[src/rtl/ps2_mouse_packet_rx.sv]
// PS/2 mouse receive front end: frame deserializer, 3-byte packet assembler
// and button/delta decode, clocked directly by the (inverted) bus clock.
// Optional position integrator with clamping, built when PS2RX_ACCUM_EN is
// defined; otherwise x and y are tied to 0.
module ps2_mouse_packet_rx #(
  parameter int WIDTH  = 640,
  parameter int HEIGHT = 480
) (
  input  logic              PS2_CLK,
  input  logic              reset,
  input  logic              PS2_DAT,
  output logic              pkt_valid,
  output logic              btn_left,
  output logic              btn_right,
  output logic              btn_middle,
  output logic signed [8:0] dx,
  output logic signed [8:0] dy,
  output logic [10:0]       x,
  output logic [10:0]       y,
  output logic              frame_err
);

`ifdef PS2RX_ACCUM_EN
  // Header keeps {y_ovf, x_ovf, y_sign, x_sign, buttons}
  localparam int unsigned HDR_W = 7;
`else
  // Header keeps {y_sign, x_sign, buttons}
  localparam int unsigned HDR_W = 5;
`endif

  // Position registers are 11 bits wide, so screen dimensions must fit
  if (WIDTH < 2 || WIDTH > 2048 || HEIGHT < 2 || HEIGHT > 2048) begin : g_dim_check
    $error("ps2_mouse_packet_rx: WIDTH and HEIGHT must lie in 2..2048");
  end

  typedef enum logic [1:0] {S_IDLE, S_DATA, S_PARITY, S_STOP} state_e;

  state_e            state_q, state_d;
  logic [2:0]        bitcnt_q, bitcnt_d;
  logic [7:0]        sr_q, sr_d;
  logic              par_q, par_d;
  logic [1:0]        pidx_q, pidx_d;
  logic [HDR_W-1:0]  hdr_q, hdr_d;
  logic [7:0]        b1_q, b1_d;
  logic              valid_q, valid_d;
  logic              err_q, err_d;
  logic [2:0]        btn_q, btn_d;
  logic signed [8:0] dx_q, dx_d;
  logic signed [8:0] dy_q, dy_d;
  logic signed [8:0] dx_new, dy_new;
`ifdef PS2RX_ACCUM_EN
  localparam logic signed [11:0] X_MAX = 12'(WIDTH - 1);
  localparam logic signed [11:0] Y_MAX = 12'(HEIGHT - 1);
  logic [10:0]        x_q, x_d, y_q, y_d;
  logic signed [11:0] x_sum, y_sum;
`endif

  // Deltas of the packet completing on this edge (byte 2 is still in sr_q)
  assign dx_new = {hdr_q[3], b1_q};
  assign dy_new = {hdr_q[4], sr_q};

  // State and datapath registers; reset discards any partial frame or packet
  always_ff @(posedge PS2_CLK) begin
    if (reset) begin
      state_q  <= S_IDLE;
      bitcnt_q <= '0;
      sr_q     <= '0;
      par_q    <= 1'b0;
      pidx_q   <= '0;
      hdr_q    <= '0;
      b1_q     <= '0;
      valid_q  <= 1'b0;
      err_q    <= 1'b0;
      btn_q    <= '0;
      dx_q     <= '0;
      dy_q     <= '0;
`ifdef PS2RX_ACCUM_EN
      x_q      <= 11'(WIDTH / 2);
      y_q      <= 11'(HEIGHT / 2);
`endif
    end else begin
      state_q  <= state_d;
      bitcnt_q <= bitcnt_d;
      sr_q     <= sr_d;
      par_q    <= par_d;
      pidx_q   <= pidx_d;
      hdr_q    <= hdr_d;
      b1_q     <= b1_d;
      valid_q  <= valid_d;
      err_q    <= err_d;
      btn_q    <= btn_d;
      dx_q     <= dx_d;
      dy_q     <= dy_d;
`ifdef PS2RX_ACCUM_EN
      x_q      <= x_d;
      y_q      <= y_d;
`endif
    end
  end

  // Frame FSM, packet assembly, decode and position integration
  always_comb begin
    state_d  = state_q;
    bitcnt_d = bitcnt_q;
    sr_d     = sr_q;
    par_d    = par_q;
    pidx_d   = pidx_q;
    hdr_d    = hdr_q;
    b1_d     = b1_q;
    valid_d  = 1'b0;
    err_d    = err_q;
    btn_d    = btn_q;
    dx_d     = dx_q;
    dy_d     = dy_q;
`ifdef PS2RX_ACCUM_EN
    x_d      = x_q;
    y_d      = y_q;
    x_sum    = $signed({1'b0, x_q}) + 12'(dx_new);
    y_sum    = $signed({1'b0, y_q}) - 12'(dy_new);
`endif
    unique case (state_q)
      S_IDLE: begin
        if (!PS2_DAT) begin
          state_d  = S_DATA;
          bitcnt_d = '0;
        end
      end
      S_DATA: begin
        sr_d = {PS2_DAT, sr_q[7:1]};
        if (bitcnt_q == 3'd7) state_d = S_PARITY;
        else                  bitcnt_d = bitcnt_q + 3'd1;
      end
      S_PARITY: begin
        par_d   = PS2_DAT;
        state_d = S_STOP;
      end
      S_STOP: begin
        state_d = S_IDLE;
        if (PS2_DAT && ((^sr_q) ^ par_q)) begin
          err_d = 1'b0;
          unique case (pidx_q)
            2'd0: begin
              // Byte 0 must carry the always-one sync bit, else resync
              if (sr_q[3]) begin
                hdr_d  = HDR_W'({sr_q[7:4], sr_q[2:0]});
                pidx_d = 2'd1;
              end
            end
            2'd1: begin
              b1_d   = sr_q;
              pidx_d = 2'd2;
            end
            default: begin
              pidx_d  = 2'd0;
              valid_d = 1'b1;
              btn_d   = hdr_q[2:0];
              dx_d    = dx_new;
              dy_d    = dy_new;
`ifdef PS2RX_ACCUM_EN
              // Overflowed axes keep their position; screen Y grows downward
              if (!hdr_q[5]) begin
                if (x_sum < 12'sd0)      x_d = '0;
                else if (x_sum > X_MAX)  x_d = 11'(X_MAX);
                else                     x_d = 11'(x_sum);
              end
              if (!hdr_q[6]) begin
                if (y_sum < 12'sd0)      y_d = '0;
                else if (y_sum > Y_MAX)  y_d = 11'(Y_MAX);
                else                     y_d = 11'(y_sum);
              end
`endif
            end
          endcase
        end else begin
          err_d  = 1'b1;
          pidx_d = 2'd0;
        end
      end
      default: state_d = S_IDLE;
    endcase
  end

  assign pkt_valid  = valid_q;
  assign frame_err  = err_q;
  assign btn_left   = btn_q[0];
  assign btn_right  = btn_q[1];
  assign btn_middle = btn_q[2];
  assign dx         = dx_q;
  assign dy         = dy_q;
`ifdef PS2RX_ACCUM_EN
  assign x          = x_q;
  assign y          = y_q;
`else
  assign x          = '0;
  assign y          = '0;
`endif

endmodule

[config.mk]
export PLATFORM = sky130hd
export DESIGN_NAME = ps2_mouse_packet_rx
export DESIGN_NICKNAME = d
export VERILOG_FILES = /design/src/rtl/ps2_mouse_packet_rx.sv
export SDC_FILE = /design/constraint.sdc
export NUM_CORES = 1
export LEC_CHECK = 0
export ABC_AREA = 0
export BUFFER_PORTS_ARGS = -buffer_cell sky130_fd_sc_hd__buf_2
export CORE_MARGIN = 1
export CORE_UTILIZATION = 41
export CTS_CLUSTER_DIAMETER = 60
export DETAILED_ROUTE_END_ITERATION = 16
export PLACE_DENSITY = 0.67
export SETUP_SLACK_MARGIN = 0.2
export SKIP_CTS_REPAIR_TIMING = 1
export SLEW_MARGIN = 0
export SYNTH_ARGS = -nofsm -noshare
export SYNTH_HDL_FRONTEND = slang
export SYNTH_SLANG_ARGS = --single-unit
[constraint.sdc]
create_clock -name PS2_CLK -period 4.05 [get_ports PS2_CLK]
set_clock_uncertainty 0.2 [all_clocks]
set_input_delay 0.2025 -clock PS2_CLK [delete_from_list [all_inputs] [get_ports PS2_CLK]]
set_output_delay 0.2025 -clock PS2_CLK [all_outputs]
set_load 0.1 [all_outputs]
==> parameters.txt <==
Parameter                              Value

Power
  Standby leakage power ... 1.25 nW
  Power density of the placed cells ... 475 mW/mm^2
  Peak supply drop ... 0.000262 V

Drt
  DR pass1 iterations ... 4
  Vias after detailed routing ... 1519
  Initial detailed-routing violation count ... 47
  Count of antenna-violating nets left after detailed routing ... 0
  Detailed Route WL ... 3910 microns
  Via density ... 4.62
  DRC violation count after routing ... 0
  Average wire length per cell after detail routing ... 11.9 microns

Logic synthesis
  Count of flip-flops with a built-in enable after synthesis ... 0
  Biggest area contributors in the synthesized netlist ... sky130_fd_sc_hd__dfxtp_1 (42%), sky130_fd_sc_hd__mux2i_1 (19%), sky130_fd_sc_hd__nand2b_1 (11%), sky130_fd_sc_hd__buf_4 (6.7%), sky130_fd_sc_hd__ha_1 (3.5%)
  Most common cell in the netlist ... sky130_fd_sc_hd__dfxtp_1
  Leading area contributor after synthesis ... sky130_fd_sc_hd__dfxtp_1
  Count of different cell masters after synthesis ... 30
  Seq/Total Area, Yosys ... 0.421
  Total of flip-flops plus latches after synthesis ... 52
  Gate count of the mapped netlist ... 233
  Area share of the leading cell type in the synthesized netlist ... 0.421
  Netlist area before placement ... 0.00247 sq mm
  Ranking of synthesized cells by instance count ... sky130_fd_sc_hd__dfxtp_1 (52), sky130_fd_sc_hd__mux2i_1 (48), sky130_fd_sc_hd__nand2b_1 (43)
  Post-synthesis average cell area ... 10.6 sq um
  Syn. warnings ... 0
  Dominant register cell in the synthesized netlist ... sky130_fd_sc_hd__dfxtp_1
  Async S/R FF share, synth ... 0

Place
  Detailed Place HPWL ... 2650 microns
  Setup Slack @ Placement ... 1640 ps
  Routability Congestion ... 0.699
  I/O Buffers ... 25

Global routing
  Maximum number of pins on one net before global-route repair ... 61
  GRT Total Usage ... 0.138
  Via count of the first global-routing pass ... 1360
  Wire length of the first global-routing pass ... 6560 microns
  Total gr overflow ... 0
  Number of antenna violations at the first check in global routing ... 0

Timing
  Sum of negative setup slack ... 0 ps
  Final Cycle Share ... 0.593
  Max-slew headroom ... 0.444
  Final WS setup ... 1650 ps
  Least-Margin Pin Slew ... 816 ps
  Max-slew violation count ... 0
  FMAX ... 416 MHz
  Final worst hold slack ... -2.77 ps
  Hold Vio Cnt, Final ... 1
  RSZ-0062 raised after global routing ... false
  Setup-failing EPs final ... 0
  Min Tclk post-route ... 2400 ps

Clock tree
  CTS Buffer Depth ... 2
  Clock tree sinks ... 52
  TritonCTS Buffers ... 5
  Number of levels in the clock H-tree ... 2
  Clk Latency, worst-skew pair ... 310 ps
  TritonCTS clock tree ... done
  Clock root buffer ... sky130_fd_sc_hd__clkbuf_8
  Clk slew on worst S/H paths ... 90 ps

Finish
  Fraction of final layout cells with drive strength greater than 1 ... 0.152
  Area added between synthesis and finish ... 8.25%
  Number of filler instances in the final layout ... 536
  Area occupied by multi-input gates ... 0.00129 sq mm
  Register area ... 0.00104 sq mm
  Antenna cells ... 0
  Fin nets ... 266
  Final core utilization ... 0.474

Worst setup path
  Maximum fanout along the worst path ... 17
  Cell with the largest stage delay on the worst path ... sky130_fd_sc_hd__mux2i_4
  Kind of start point of the critical path ... flip-flop
  Critical path, cell by cell ... xor2_1 -> xnor3_2 -> mux2i_4 -> mux2i_1
  Critical path class ... reg -> reg
  Crit-path max cell delay ... 710 ps
  Data arrival, critical path ... 2440 ps
  Element type at the critical path end ... flip-flop
  Data required time at the worst endpoint ... 4090 ps

Floorplanning
  Num rows ... 27
  Area of the die ... 0.00634 sq mm
  Die span in x ... 79.6 microns
  I/O pin count ... 48
  Die Y-Extent ... 79.6 microns
  Core Area ... 0.00564 sq mm
  Initial Util ... 0.438

Outcome
  Outcome ... finished with violations
  Violated checks ... hold timing

Hold path
  Worst hold path class ... in -> reg

Job
  Max-capacitance violation count ... 0
## kinds of logic after synthesis
group / share of synthesized area
XOR/XNOR: 0.0425
AO/OA/AOI/OAI: 0.0167
flip-flops: 0.421
multiplexers: 0.226
buffers and inverters: 0.0901
AND/OR/NAND/NOR: 0.166
adder cells (fa/ha/maj): 0.0354
other: 0.00152
## sequential cells by signal, indices dropped and copies added (netlist names), 2 cells and up
register	flops
sr_q	8
pidx_q	2
b1_q	8
dy	9
dx	9
btn_q	3
state_q	2
bitcnt_q	3
hdr_q	5
## layout by cell type, fill, tap and decap left out, types with 6 or more instances in the layout
cell type / instances
sky130_fd_sc_hd__dfxtp_1: 52
sky130_fd_sc_hd__mux2i_1: 48
sky130_fd_sc_hd__nand2b_1: 43
sky130_fd_sc_hd__buf_2: 25
sky130_fd_sc_hd__conb_1: 22
sky130_fd_sc_hd__nor2_1: 20
sky130_fd_sc_hd__ha_1: 7
sky130_fd_sc_hd__clkbuf_8: 6
## metal layers
metal | up-vias | wire length (microns) | global-route usage
li1 | 777 | - | -
met1 | 697 | 1900 | 0.178
met2 | 40 | 1740 | 0.209
met3 | 5 | 190 | 0.0411
met4 | 0 | 77 | 0.0655
met5 | - | 0 | 0
## through the flow
stage	instance area (sq um)	power [mW]	cells
after floorplan	2550	0.886	254
after global placement	2550	0.902	321
after detailed placement	2550	0.907	321
after CTS	2680	1.29	329
after global routing	2680	1.33	329
final	2680	1.27	329
## worst paths after layout
path	startpoint	end	slack, ps	depth (start not counted)
worst max-delay path	sr_q[7]	dx[1]	1650	4
worst min register to register	dy[2]	dy[2]	270	2
worst max register to register	sr_q[7]	dx[1]	1650	4
worst min-delay path	PS2_DAT	frame_err	-3	2
## worst max-delay path: cells and delay by family (launching register included)
kind                      cells  cell delay, ps
xor gates and xnor gates      2             740
DFF                           1             390
muxes                         2             990
## power by group
group	switching, mW	internal, mW	leakage (nW)
combinational	0.224	0.119	0.773
clock	0.173	0.202	0.0614
sequential	0.0185	0.533	0.419
## layout make-up
cell class,instances,share of cell area
clock buffer,6,0.0309
clock inverter,2,0.0145
inverter,3,0.00421
multi-input combinational,169,0.481
sequential,52,0.389
tap,72,0.0337
timing repair buffer,25,0.0468
No activity file was read; power rests on OpenSTA's default activity.
